$ cat src/rtl/spi_byte_rx.sv
// spi_byte_rx: receive-only SPI mode-0 byte engine for the PmodJSTK frame path.
//   CLK      system clock, rising edge
//   RST      synchronous reset, active-high
//   getByte  transfer request, accepted only while idle
//   MISO     serial data from the slave, assumed synchronous to CLK
//   SCLK     SPI clock, idles low
//   BUSY     high for the whole transfer including the inter-byte gap
//   RxData   last completed byte, held between transfers
//   rxValid  one-cycle pulse when RxData updates
module spi_byte_rx #(
    parameter int HALF_PERIOD = 1,
    parameter int GAP_CYCLES  = 0
) (
    input  logic       CLK,
    input  logic       RST,
    input  logic       getByte,
    input  logic       MISO,
    output logic       SCLK,
    output logic       BUSY,
    output logic [7:0] RxData,
    output logic       rxValid
);
    localparam int DW = $clog2(HALF_PERIOD + 1);
    localparam int GW = (GAP_CYCLES > 0) ? $clog2(GAP_CYCLES + 1) : 1;
    localparam logic [DW-1:0] DIV_LAST = DW'(HALF_PERIOD - 1);
    localparam logic [GW-1:0] GAP_LAST = GW'((GAP_CYCLES > 0) ? GAP_CYCLES - 1 : 0);

    typedef enum logic [2:0] {Idle, Lead, High, Low, Gap, Done} stateT;

    stateT         state;
    logic [7:0]    shiftReg;
    logic [3:0]    bitCnt;
    logic [DW-1:0] div;
    logic [GW-1:0] gapCnt;
    logic          divLast;

    assign divLast = (div == DIV_LAST);

    // Done is the cycle in which the byte is presented; it already accepts a
    // new request so that back-to-back transfers are separated by one idle cycle.
    always_ff @(posedge CLK) begin
        if (RST) begin
            state    <= Idle;
            SCLK     <= 1'b0;
            BUSY     <= 1'b0;
            RxData   <= 8'h00;
            rxValid  <= 1'b0;
            shiftReg <= 8'h00;
            bitCnt   <= 4'd0;
            div      <= '0;
            gapCnt   <= '0;
        end else begin
            rxValid <= 1'b0;
            case (state)
                Idle, Done: begin
                    state <= getByte ? Lead : Idle;
                    if (getByte) begin
                        BUSY   <= 1'b1;
                        div    <= '0;
                        bitCnt <= 4'd0;
                    end
                end
                Lead, Low: begin
                    if (!divLast) begin
                        div <= div + 1'b1;
                    end else if (state == Lead || bitCnt < 4'd8) begin
                        // SCLK rises on this edge; MISO was set up on the previous fall
                        state    <= High;
                        SCLK     <= 1'b1;
                        div      <= '0;
                        shiftReg <= {shiftReg[6:0], MISO};
                        bitCnt   <= bitCnt + 4'd1;
                    end else if (GAP_CYCLES > 0) begin
                        state  <= Gap;
                        gapCnt <= '0;
                    end else begin
                        state   <= Done;
                        BUSY    <= 1'b0;
                        rxValid <= 1'b1;
                        RxData  <= shiftReg;
                    end
                end
                High: begin
                    if (!divLast) begin
                        div <= div + 1'b1;
                    end else begin
                        state <= Low;
                        SCLK  <= 1'b0;
                        div   <= '0;
                    end
                end
                Gap: begin
                    if (gapCnt != GAP_LAST) begin
                        gapCnt <= gapCnt + 1'b1;
                    end else begin
                        state   <= Done;
                        BUSY    <= 1'b0;
                        rxValid <= 1'b1;
                        RxData  <= shiftReg;
                    end
                end
                default: state <= Idle;
            endcase
        end
    end
endmodule

$ cat config.mk
export PLATFORM = sky130hd
export DESIGN_NAME = spi_byte_rx
export DESIGN_NICKNAME = d
export VERILOG_FILES = /design/src/rtl/spi_byte_rx.sv
export SDC_FILE = /design/constraint.sdc
export NUM_CORES = 1
export LEC_CHECK = 0
export BUFFER_PORTS_ARGS = -buffer_cell sky130_fd_sc_hd__buf_4
export CORE_MARGIN = 4
export CORE_UTILIZATION = 50
export DETAILED_ROUTE_END_ITERATION = 8
export GPL_TIMING_DRIVEN = 0
export MAX_ROUTING_LAYER = met4
export PLACE_DENSITY_LB_ADDON = 0.08
export SLEW_MARGIN = 20
export SYNTH_ARGS = -nofsm -noshare
export SYNTH_HDL_FRONTEND = slang
export SYNTH_SLANG_ARGS = --single-unit
$ cat constraint.sdc
create_clock -name CLK -period 3.55 [get_ports CLK]
set_input_delay 0.1775 -clock CLK [delete_from_list [all_inputs] [get_ports CLK]]
set_output_delay 0.1775 -clock CLK [all_outputs]
set_load 0.05 [all_outputs]
### After elaboration in Yosys (flattened, before gate mapping)

Cells that the tools add are included.

| word-level totals | value |
|---|---|
| logic and storage cells | 73 |
| register bits | 28 |
| bits of input ports | 4 |

| operators by class | value |
|---|---|
| bitwise operators | 1 |
| order comparisons | 1 |
| eq/ne operators | 11 |
| reduce and logical (&&, ||, !) cells | 17 |
| mux-type cells | 31 |
| add/subtract/negate cells | 3 |

Operator list:

| cell | number |
|---|---|
| $mux 8 | 3 |
| $pmux 8 s2 | 1 |
| $mux 1 | 14 |
| $mux 3 | 4 |
| $mux 4 | 3 |
| $ne 2x2->1 const B | 6 |
| $pmux 3 s4 | 1 |
| $reduce_and 4->1 | 3 |
| $pmux 4 s2 | 1 |
| $reduce_bool 2->1 | 4 |
| $eq 3x2->1 const B | 2 |
| $eq 3x3->1 const B | 2 |
| $pmux 1 s2 | 3 |
| $reduce_and 3->1 | 2 |
| $reduce_and 5->1 | 1 |
| $add 4x1->4 const B | 1 |
| $lt 4x4->1 const B | 1 |
| $reduce_or 2->1 | 2 |
| $eq 3x1->1 const B | 1 |
| $logic_not 3->1 | 1 |
| $pmux 1 s3 | 1 |
| $reduce_bool 3->1 | 1 |
| $reduce_or 3->1 | 1 |
| $add 1x1->1 const B | 2 |
| other kinds (3) | 3 |

### Depth between registers and ports, before layout

Gate-level depths: netlist (run 1).

| depth | value |
|---|---|
| word-level depth | 5 |
| mapped depth | 7 |

### Least setup slack after synthesis (run 1)

No wires, ideal clock.

| timing | value |
|---|---|
| path kind | reg2reg |
| start point | register state[1] |
| end point | register RxData[0] |
| arrival | 1.253 ns |
| slack | 2.169 ns |
| cell stages (with the launch flop) | 8 |
| required time | 3.422 ns |
| path through | dfxtp_1 > buf_6 > and2_4 > buf_6 > a22oi_4 > buf_8 > mux2i_1 > nor2_1 |

| between the ends | value |
|---|---|
| longest elaborated chain between the ends | 4 |
| elaborated cells between the ends (all ways) | 11 |
| classes of those cells | eq/ne (6); mux (1); reduce/logical (4) |

Ends and longest elaborated chain:

| what | RTL line | source |
|---|---|---|
| start, declared | 30 | `stateT state;` |
| start signal, assigned | 43 | `state <= Idle;` |
| start signal, assigned | 56 | `state <= getByte ? Lead : Idle;` |
| start signal, assigned | 68 | `state <= High;` |
| $eq 3x1->1 or $eq 3x2->1 (tied branches) | 54, 66 |  |
| $reduce_or 2->1 or $logic_or 1x1->1 (tied branches) | 54, 66 |  |
| $ne 2x2->1 (no source line) or $reduce_bool 2->1 (tied branches) | -- |  |
| $reduce_and 4->1 (no source line) | -- |  |
| end signal, assigned | 80 | `RxData <= shiftReg;` |
| end signal, assigned | 99 | `RxData <= shiftReg;` |
| end, declared | 20 | `output logic [7:0] RxData,` |

Parallel ways exist; a longest one is shown, timed or not.
A chain may end at the register's enable or synchronous reset.

### Worst setup path after layout (run 1)

| timing | value |
|---|---|
| start point | register state[1] |
| end point | register RxData[6] |

The elaborated chain is that of the path after synthesis.

==> results_dict.tcl, run 1 <==
set metrics [dict create \
    clk_pin_slew_worst_paths_ns 0.14 \
    drt-initial-drc-count 16 \
    maxSlewViolCount 0 \
    cts_buffer_depth 2 \
    cpMaxStageDelayCell "dfxtp_1" \
    synth_mux_area_share_pct 7.26 \
    die-height_um 55.0 \
    critPathMaxStageDelay_ns 0.33 \
    wl_per_cell_um 12.3 \
    start_util_pct 54.6 \
    avgSynthCellArea_um2 8.90 \
    worstHoldPathType "in -> reg" \
    cts.sinks 26 \
    syn_area_um2 1100 \
    cts_setup_buffers 0 \
    crit_required_ns 3.75 \
    viasPerCell 5.24 \
    yosysSeqAreaShare_pct 47.2 \
    firstDrtPassIters 4 \
    slew_headroom_pct 66.7 \
    numCtsBuffers 3 \
    insertion_delay_ns 0.31 \
    post-route-period-util_pct 41.7 \
    whs_path_depth 3 \
    finalSetupTns_ns 0 \
    r2r_cells 7 \
    finClkSkew_ns 0.00524 \
    hold_viol 0 \
    htreeDepth 1 \
    drive_above_1_share_pct 18.4 \
    synth_warnings 0 \
    worstHoldEndpoint "shiftReg[0]" \
    cp_num_buf_inv 3 \
    routabilityCongestion 0.806 \
    grt_start_max_net_pins 16 \
    syn_inst 124 \
    synth_top_family_by_area "simple AND/OR/NAND/NOR gates" \
    synth_seq_cells 26 \
    start_kind "flip-flop" \
    first_global_vias 828 \
    synth_fa_ha_area_share_pct 1.13 \
    overflow 0 \
    final_net_count 147 \
    p_leak_uw 0.000548 \
    worst_pin_slew_ns 0.499 \
    globalRouteTotalUtil_pct 16.6 \
    reg2reg_setup_slack_ns 2.07 \
    synth_xor_area_share_pct 0 \
    crit_top_cell "buf_6" \
    cts_tree "built" \
    syn_nets 129 \
    max_cap_viol_count 0 \
    place_hpwl_mm 1.49 \
    antenna_cells 0 \
    vdd_drop_max_mv 0.307 \
    ctsHoldBuffers 0 \
    finalSetupViolCount 0 \
    min-delay-start "MISO" \
    power_density_nw_per_um2 437 \
    drc 0 \
    antenna_left 0 \
    io_pins 15 \
    fp-row-count 16 \
    crit_type "reg -> reg" \
    drt-total-wl_mm 2.06 \
    fmax_mhz 675 \
    core-area_um2 2020 \
    place_ws_ns 2.08 \
    chipWidth_um 55.0 \
    path_max_fanout 10 \
    synth_compound_area_share_pct 13.8 \
    grt_setup_unrepaired "false" \
    cts-resized-gates 0 \
    crit_arrival_ns 1.68 \
    fin_crit_ns 1.48 \
    r2r_end "RxData[6]" \
    synth-simple-area-share_pct 24.3 \
    worstSetupEndpointType "flip-flop" \
    r2r-start "state[1]" \
    critPathTopFamily "buffers and inverters" \
    grt_pass1_wl_mm 3.58 \
    vias 880 \
    worstPathCellList "buf_6, and2_4, buf_6, a22oi_4, buf_8, mux2i_1, nor2_1" \
    port_buffers 13 \
    synth_cell_type_count 32 \
    clock-root-buffer "clkbuf_4" \
    antenna_found_initial 0 \
    outcome "complete, no violations" \
    setup_slack_ns 2.07 \
    syn2layout_area_growth_pct 16.7 \
    dieArea_um2 3020 \
]
## synthesized netlist by cell type
| library cell | instances | share of area (%) |
|---|---|---|
| a2111oi_0 | 1 | 0.79 |
| a211oi_1 | 2 | 1.4 |
| a21boi_0 | 1 | 0.68 |
| a21oi_1 | 14 | 6.3 |
| a22oi_4 | 1 | 1.9 |
| a311oi_1 | 1 | 0.79 |
| a31oi_1 | 1 | 0.57 |
| and2_4 | 1 | 0.79 |
| and2b_1 | 1 | 0.68 |
| buf_2 | 2 | 0.91 |
| buf_6 | 2 | 2.0 |
| buf_8 | 1 | 1.4 |
| clkbuf_1 | 3 | 1.0 |
| dfxtp_1 | 26 | 47 |
| ha_1 | 1 | 1.1 |
| inv_1 | 3 | 1.0 |
| mux2i_1 | 8 | 7.3 |
| nand2_1 | 20 | 6.8 |
| nand2b_1 | 4 | 2.3 |
| nand3_1 | 2 | 0.91 |
| nand4_1 | 1 | 0.57 |
| nor2_1 | 16 | 5.4 |
| nor2_4 | 1 | 1.0 |
| nor2b_1 | 1 | 0.57 |
| nor3_1 | 3 | 1.4 |
| nor3b_1 | 1 | 0.68 |
| nor3b_2 | 1 | 1.1 |
| nor4_1 | 1 | 0.57 |
| nor4b_1 | 1 | 0.79 |
| o211ai_1 | 1 | 0.68 |
| o21a_1 | 1 | 0.68 |
| or2b_1 | 1 | 0.68 |
## worst max-delay path by stage
stage / start / endpoint / slack (ns) / cells after the start
global placement: state[1] / RxData[3] / 2.10 / 7
detailed placement: state[1] / RxData[6] / 2.08 / 7
global route: state[1] / RxData[0] / 1.94 / 7
CTS: state[1] / RxData[6] / 2.06 / 7
finish: state[1] / RxData[6] / 2.07 / 7
floorplan: state[1] / RxData[0] / 2.17 / 7
## metrics by stage
stage                     instance area [um^2]  util (%)  total power, uW  cells  hold WS (ns)
final                                     1290      63.7              563    168         0.102
after global routing                      1290      63.7              592    168        0.0899
after CTS                                 1290      63.7              569    168        0.0916
after detailed placement                  1230      61.1              373    164         0.437
after global placement                    1230      61.1              372    164         0.428
after floorplan                           1100         -              357    124         0.313
## power by group
part	internal, uW	total (uW)	switching (uW)
clock network	114	196	82.3
registers	299	303	4.26
logic	21.3	63.5	42.2
total	434	563	129
## registers in the layout (all words and copies together) (netlist names)
name / count
shiftReg: 8
bitCnt: 4
state: 3
RxData: 8
SCLK: 1
rxValid: 1
BUSY: 1
## layout by cell type (no fill, tap or decap), drive strengths merged
cell,n
a21boi,1
dfxtp,26
clkbuf,6
and2b,1
o21a,1
nor4,1
ha,1
a311oi,1
bufinv,1
mux2i,8
nor3b,2
a22oi,1
nand4,1
and2,1
nand3,2
a21oi,14
nor3,3
a2111oi,1
inv,3
nand2,20
nor4b,1
nor2,17
nor2b,1
nand2b,4
o211ai,1
buf,18
or2b,1
a31oi,1
a211oi,2
## routing by layer
metal	GRT usage (%)	wire [um]	up-vias
met1	19.7	911	412
met5	-	0	-
li1	-	-	452
met4	3.64	14	0
met3	3.22	74	2
met2	29.1	1060	14
## worst min-delay path, delay by kind of cell
| kind | cells | cell delay [ns] |
|---|---|---|
| AOI/OAI and AO/OA | 1 | 0.05 |
| buffers and inverters | 1 | 0.11 |
| and+or+nand+nor | 1 | 0.04 |
## cells by family after synthesis
family	count (synthesis)
simple gates	55
flops	26
compound gates	23
buf+inv	11
mux	8
fa+ha+maj	1
## final cells by class
type	instances	area [um^2]
Fill cell	185	734
Sequential cell	26	520
Multi-Input combinational cell	87	513
Timing Repair Buffer	13	97.6
Buffer	8	58.8
Tap cell	27	33.8
Clock inverter	1	30.0
Clock buffer	3	22.5
Inverter	3	11.3
Power figures use the tool's default switching activity.
==> run 2: changes to the inputs <==
Clock period 3.55 ns to 1.55 ns, I/O delays scaled along.
==> run 2 against run 1 <==
  * Global-route usage is 0.058 points higher
  * Largest power group unchanged
  * Utilization is 2.7 points higher
  * Critical path depth is 1 lower
==> results_dict.tcl, run 2 (synthesis results as in run 1) <==
set metrics [dict create \
    outcome "complete, no violations" \
    finClkSkew_ns 0.00189 \
    mostFrequentLayoutCell "dfxtp_1" \
    cp_num_buf_inv 2 \
    grt_util_met3_pct 3.22 \
    grt_setup_unrepaired "false" \
    slew_headroom_pct 66.7 \
    chipWidth_um 55.0 \
    grtUsageMet2_pct 29.1 \
    hold_viol 0 \
    cts.sinks 26 \
    vdd_drop_max_mv 0.711 \
    power_switching_uw 307 \
    critPathMaxStageDelay_ns 0.39 \
    p_comb_share_pct 11.1 \
    fin_crit_ns 1.44 \
    cpMaxStageDelayCell "dfxtp_4" \
    overflow 0 \
    cts_buffer_depth 2 \
    fillCellCount 183 \
    port_buffers 13 \
    worstSetupEndpointType "flip-flop" \
    crit_type "reg -> reg" \
    path_max_fanout 7 \
    start_util_pct 54.6 \
    drt-initial-drc-count 19 \
    post-route-period-util_pct 92.7 \
    viasPerCell 5.34 \
    firstDrtPassIters 4 \
    final_core_util_pct 66.4 \
    place_hpwl_mm 1.49 \
    clock-root-buffer "clkbuf_4" \
    final_net_count 151 \
    syn2layout_area_growth_pct 21.7 \
    routabilityCongestion 0.806 \
    worstPathCellList "and2_4, buf_6, a22oi_4, clkbuf_16, mux2i_1, nor2_1" \
    finalSetupViolCount 0 \
    power.internal_uw 1000 \
    swShare_pct 23.4 \
    seqPwrFrac_pct 53.9 \
    critPathTopFamily "flip-flops" \
    antenna_found_initial 0 \
    insertion_delay_ns 0.31 \
    clockPowerShare_pct 35.0 \
    core-area_um2 2020 \
    multi_input_area_um2 514 \
    max_cap_viol_count 0 \
    first_global_vias 831 \
    maxSlewViolCount 0 \
    drc 0 \
    cts_tree "built" \
    grt_start_max_net_pins 16 \
    fmax_mhz 696 \
    numCtsBuffers 3 \
    drive_above_1_share_pct 22.1 \
    seq_area_um2 526 \
    crit_arrival_ns 1.64 \
    fp-row-count 16 \
    use_met1_pct 19.9 \
    power_density_nw_per_um2 976 \
    start_kind "flip-flop" \
    busiest_layer "met2" \
    io_pins 15 \
    grt_pass1_wl_mm 3.59 \
    finalSetupTns_ns 0 \
    dieArea_um2 3020 \
    most-common-layout-cells "24 x dfxtp_1, 20 x nand2_1, 17 x buf_4" \
    worstHoldPathType "in -> reg" \
    antenna_cells 0 \
    vias 919 \
    antenna_left 0 \
    drt-total-wl_mm 2.23 \
    crit_required_ns 1.75 \
    clk_pin_slew_worst_paths_ns 0.14 \
    reg_top3 "RxData: 8 flops, shiftReg: 8 flops, bitCnt: 4 flops" \
    die-height_um 55.0 \
    globalRouteTotalUtil_pct 16.7 \
    worst_pin_slew_ns 0.500 \
    htreeDepth 1 \
    wl_per_cell_um 12.9 \
    p_leak_uw 0.000575 \
]
## run 2: cell types whose count changed in the layout (fill, tap and decap cells not counted), sizes merged
cell / change
buf: +2
clkbuf: +1
dlygate4sd3: +1
## run 2: final timing paths
kind	from	end	slack, ns	cells after the start
max	state[1]	RxData[1]	0.11	6
min reg2reg	shiftReg[7]	shiftReg[7]	0.47	2
max reg2reg	state[1]	RxData[1]	0.11	6
min	RST	shiftReg[4]	0.16	2
## run 2: power by group through the flow
stage               combinational [uW]  sequential [uW]  clock [uW]
floorplan                         90.5              727           0
global placement                   144              709           0
detailed placement                 146              710           0
CTS                                148              695         462
global route                       160              711         497
finish                             145              706         459
## run 2: per-layer routing
metal  part of all wire, %  wire (um)  vias up
met5                     0          0        -
met4                  0.63         14        0
met3                   3.0         66        2
met2                    50       1120       12
met1                    46       1020      442
li1                      -          -      463
## run 2: area by class of cell
| cell class | instances | share of cell area, % |
|---|---|---|
| flip-flops and latches | 26 | 39.1 |
| multi-input cells | 87 | 38.3 |
| clock buffers | 3 | 1.68 |
| plain buffers | 6 | 3.17 |
| well taps | 27 | 2.52 |
| clock inverters | 1 | 2.24 |
| repair buffers | 19 | 12.1 |
| inverters | 3 | 0.839 |
## run 2: what timing repair did
item,4_1_cts,5_1_grt
endpoints found under the setup margin,0,6
resized for setup,0,4
hold buffers,1,0
endpoints found under the hold margin,1,0
setup buffers,0,4
## run 2: worst register-to-register path, delay by kind of cell, from the launching register on
family / cells / cell delay [ns]
DFF: 1 / 0.39
buffers and inverters: 2 / 0.32
AOI/OAI and AO/OA: 1 / 0.23
and+or+nand+nor: 2 / 0.21
muxes: 1 / 0.17
## run 2: through the flow
stage | setup WS [ns] | power, uW | cell area, um^2 | instances | hold WS (ns)
finish | 0.113 | 1310 | 1340 | 172 | 0.158
global route | 0.00497 | 1370 | 1340 | 172 | 0.165
global placement | 0.0955 | 852 | 1230 | 164 | 0.328
CTS | 0.0603 | 1310 | 1300 | 169 | 0.160
detailed placement | 0.0835 | 855 | 1230 | 164 | 0.337
floorplan | 0.169 | 817 | 1100 | 124 | 0.213
==> run 3: changes to the inputs <==
Settings changed: BUFFER_PORTS_ARGS -buffer_cell sky130_fd_sc_hd__buf_4 to -buffer_cell sky130_fd_sc_hd__buf_2.
==> run 3 against run 2 <==
  * Cell count fell by 1.2%
  * Design area decreased by 3.7%
  * Sequential share of layout area grew 1.3 points
  * Largest power group unchanged
  * Highest routed layer unchanged
==> results_dict.tcl, run 3 (synthesis results as in run 1) <==
set metrics [dict create \
    outcome "complete, no violations" \
    io_pins 15 \
    dieArea_um2 3020 \
    fmax_mhz 695 \
    start_kind "flip-flop" \
    insertion_delay_ns 0.32 \
    path_max_fanout 9 \
    wl_per_cell_um 13.3 \
    min-delay-start "RST" \
    core-area_um2 2020 \
    numCtsBuffers 3 \
    firstDrtPassIters 4 \
    port_buffers 13 \
    top_layer_used "met4" \
    most-common-layout-cells "24 x dfxtp_1, 20 x nand2_1, 16 x nor2_1" \
    post-route-period-util_pct 92.8 \
    antenna_found_initial 0 \
    drc 0 \
    cts.sinks 26 \
    globalRouteTotalUtil_pct 17.7 \
    syn2layout_area_growth_pct 17.1 \
    grt_start_max_net_pins 16 \
    worstSetupEndpointType "flip-flop" \
    overflow 0 \
    vias 915 \
    fp-row-count 16 \
    hold_viol 0 \
    clk_pin_slew_worst_paths_ns 0.14 \
    whs_path_depth 2 \
    worst_pin_slew_ns 0.522 \
    crit_type "reg -> reg" \
    drive_above_1_share_pct 21.0 \
    htreeDepth 1 \
    antenna_left 0 \
    reg_top3 "RxData: 8 flops, shiftReg: 8 flops, bitCnt: 4 flops" \
    p_leak_uw 0.000562 \
    power_density_nw_per_um2 1010 \
    chipWidth_um 55.0 \
    drt-total-wl_mm 2.26 \
    finClkSkew_ns 0.00252 \
    fillCellCount 182 \
    first_global_vias 857 \
    cts_tree "built" \
    r2r_end "RxData[6]" \
    viasPerCell 5.38 \
    routabilityCongestion 0.837 \
    finalSetupTns_ns 0 \
    holdWs_ns 0.143 \
    grt_pass1_wl_mm 3.77 \
    die-height_um 55.0 \
    r2r_cells 6 \
    r2r-start "state[1]" \
    finalSetupViolCount 0 \
    max_cap_viol_count 0 \
    reg2reg_setup_slack_ns 0.11 \
    fin_crit_ns 1.44 \
    mostFrequentLayoutCell "dfxtp_1" \
    worstHoldPathType "in -> reg" \
    place_hpwl_mm 1.45 \
    crit_required_ns 1.76 \
    wl_met2_mm 1.12 \
    clock-root-buffer "clkbuf_4" \
    start_util_pct 54.6 \
    antenna_cells 0 \
    dr_wl_met3_um 108 \
    met1_length_mm 1.02 \
    grt_setup_unrepaired "false" \
    maxSlewViolCount 0 \
    vdd_drop_max_mv 0.651 \
    worstHoldEndpoint "shiftReg[5]" \
    power.total_uw 1300 \
    crit_arrival_ns 1.65 \
    drt-initial-drc-count 11 \
    final_net_count 149 \
    cts_buffer_depth 2 \
    slew_headroom_pct 65.2 \
]
## run 3: changes by cell type in the layout (fill, tap and decap cells not counted), sizes merged
cell and delta:
buf -2
## run 3: stage by stage
| stage | instance area, um^2 | setup WS, ns | instances | util (%) |
|---|---|---|---|---|
| global route | 1290 | 0.0312 | 170 | 63.9 |
| CTS | 1260 | 0.0638 | 169 | 62.6 |
| finish | 1290 | 0.112 | 170 | 63.9 |
| global placement | 1200 | 0.0961 | 164 | 59.5 |
| floorplan | 1100 | 0.169 | 124 | - |
| detailed placement | 1200 | 0.0847 | 164 | 59.5 |
## run 3: worst max path at each step
| stage | cells after the start | slack [ns] | end | start |
|---|---|---|---|---|
| 3_5_place_dp | 7 | 0.08 | RxData[2] | state[1] |
| 3_3_place_gp | 7 | 0.1 | RxData[3] | state[1] |
| 2_1_floorplan | 7 | 0.17 | RxData[0] | state[1] |
| 5_1_grt | 6 | 0.03 | RxData[7] | state[1] |
| 6_report | 6 | 0.11 | RxData[6] | state[1] |
| 4_1_cts | 7 | 0.06 | RxData[3] | state[1] |
## run 3: where the power goes
part	total, uW	internal [uW]	switching (uW)
clock network	467	261	205
registers	707	686	20.6
logic	131	42.7	88.1
## run 3: routing by layer
metal | track usage [%] | vias up
li1 | - | 458
met4 | 7.29 | 0
met5 | - | -
met2 | 28.1 | 27
met1 | 22.6 | 428
met3 | 2.41 | 2
## run 3: cell type report
cell class | count | area [um^2] | area share [%]
Multi-Input combinational cell | 87 | 514 | 39.8
Timing Repair Buffer | 17 | 115 | 8.91
Inverter | 3 | 11.3 | 0.871
Sequential cell | 26 | 523 | 40.5
Clock buffer | 3 | 22.5 | 1.74
Clock inverter | 1 | 30.0 | 2.32
Tap cell | 27 | 33.8 | 2.61
Buffer | 6 | 42.5 | 3.29
## run 3: critical path: stages, from the launching register on
cell and delay, ns:
dfxtp_2 0.39, and2_4 0.17, buf_6 0.12, a22oi_4 0.23, buf_8 0.16, mux2i_1 0.19
nor2_1 0.06
## run 3: timing repair
action	in CTS	in global routing
hold endpoints to repair	1	0
resized for setup	0	3
buffers inserted	0	2
setup endpoints to repair	0	6
hold buffers	1	0
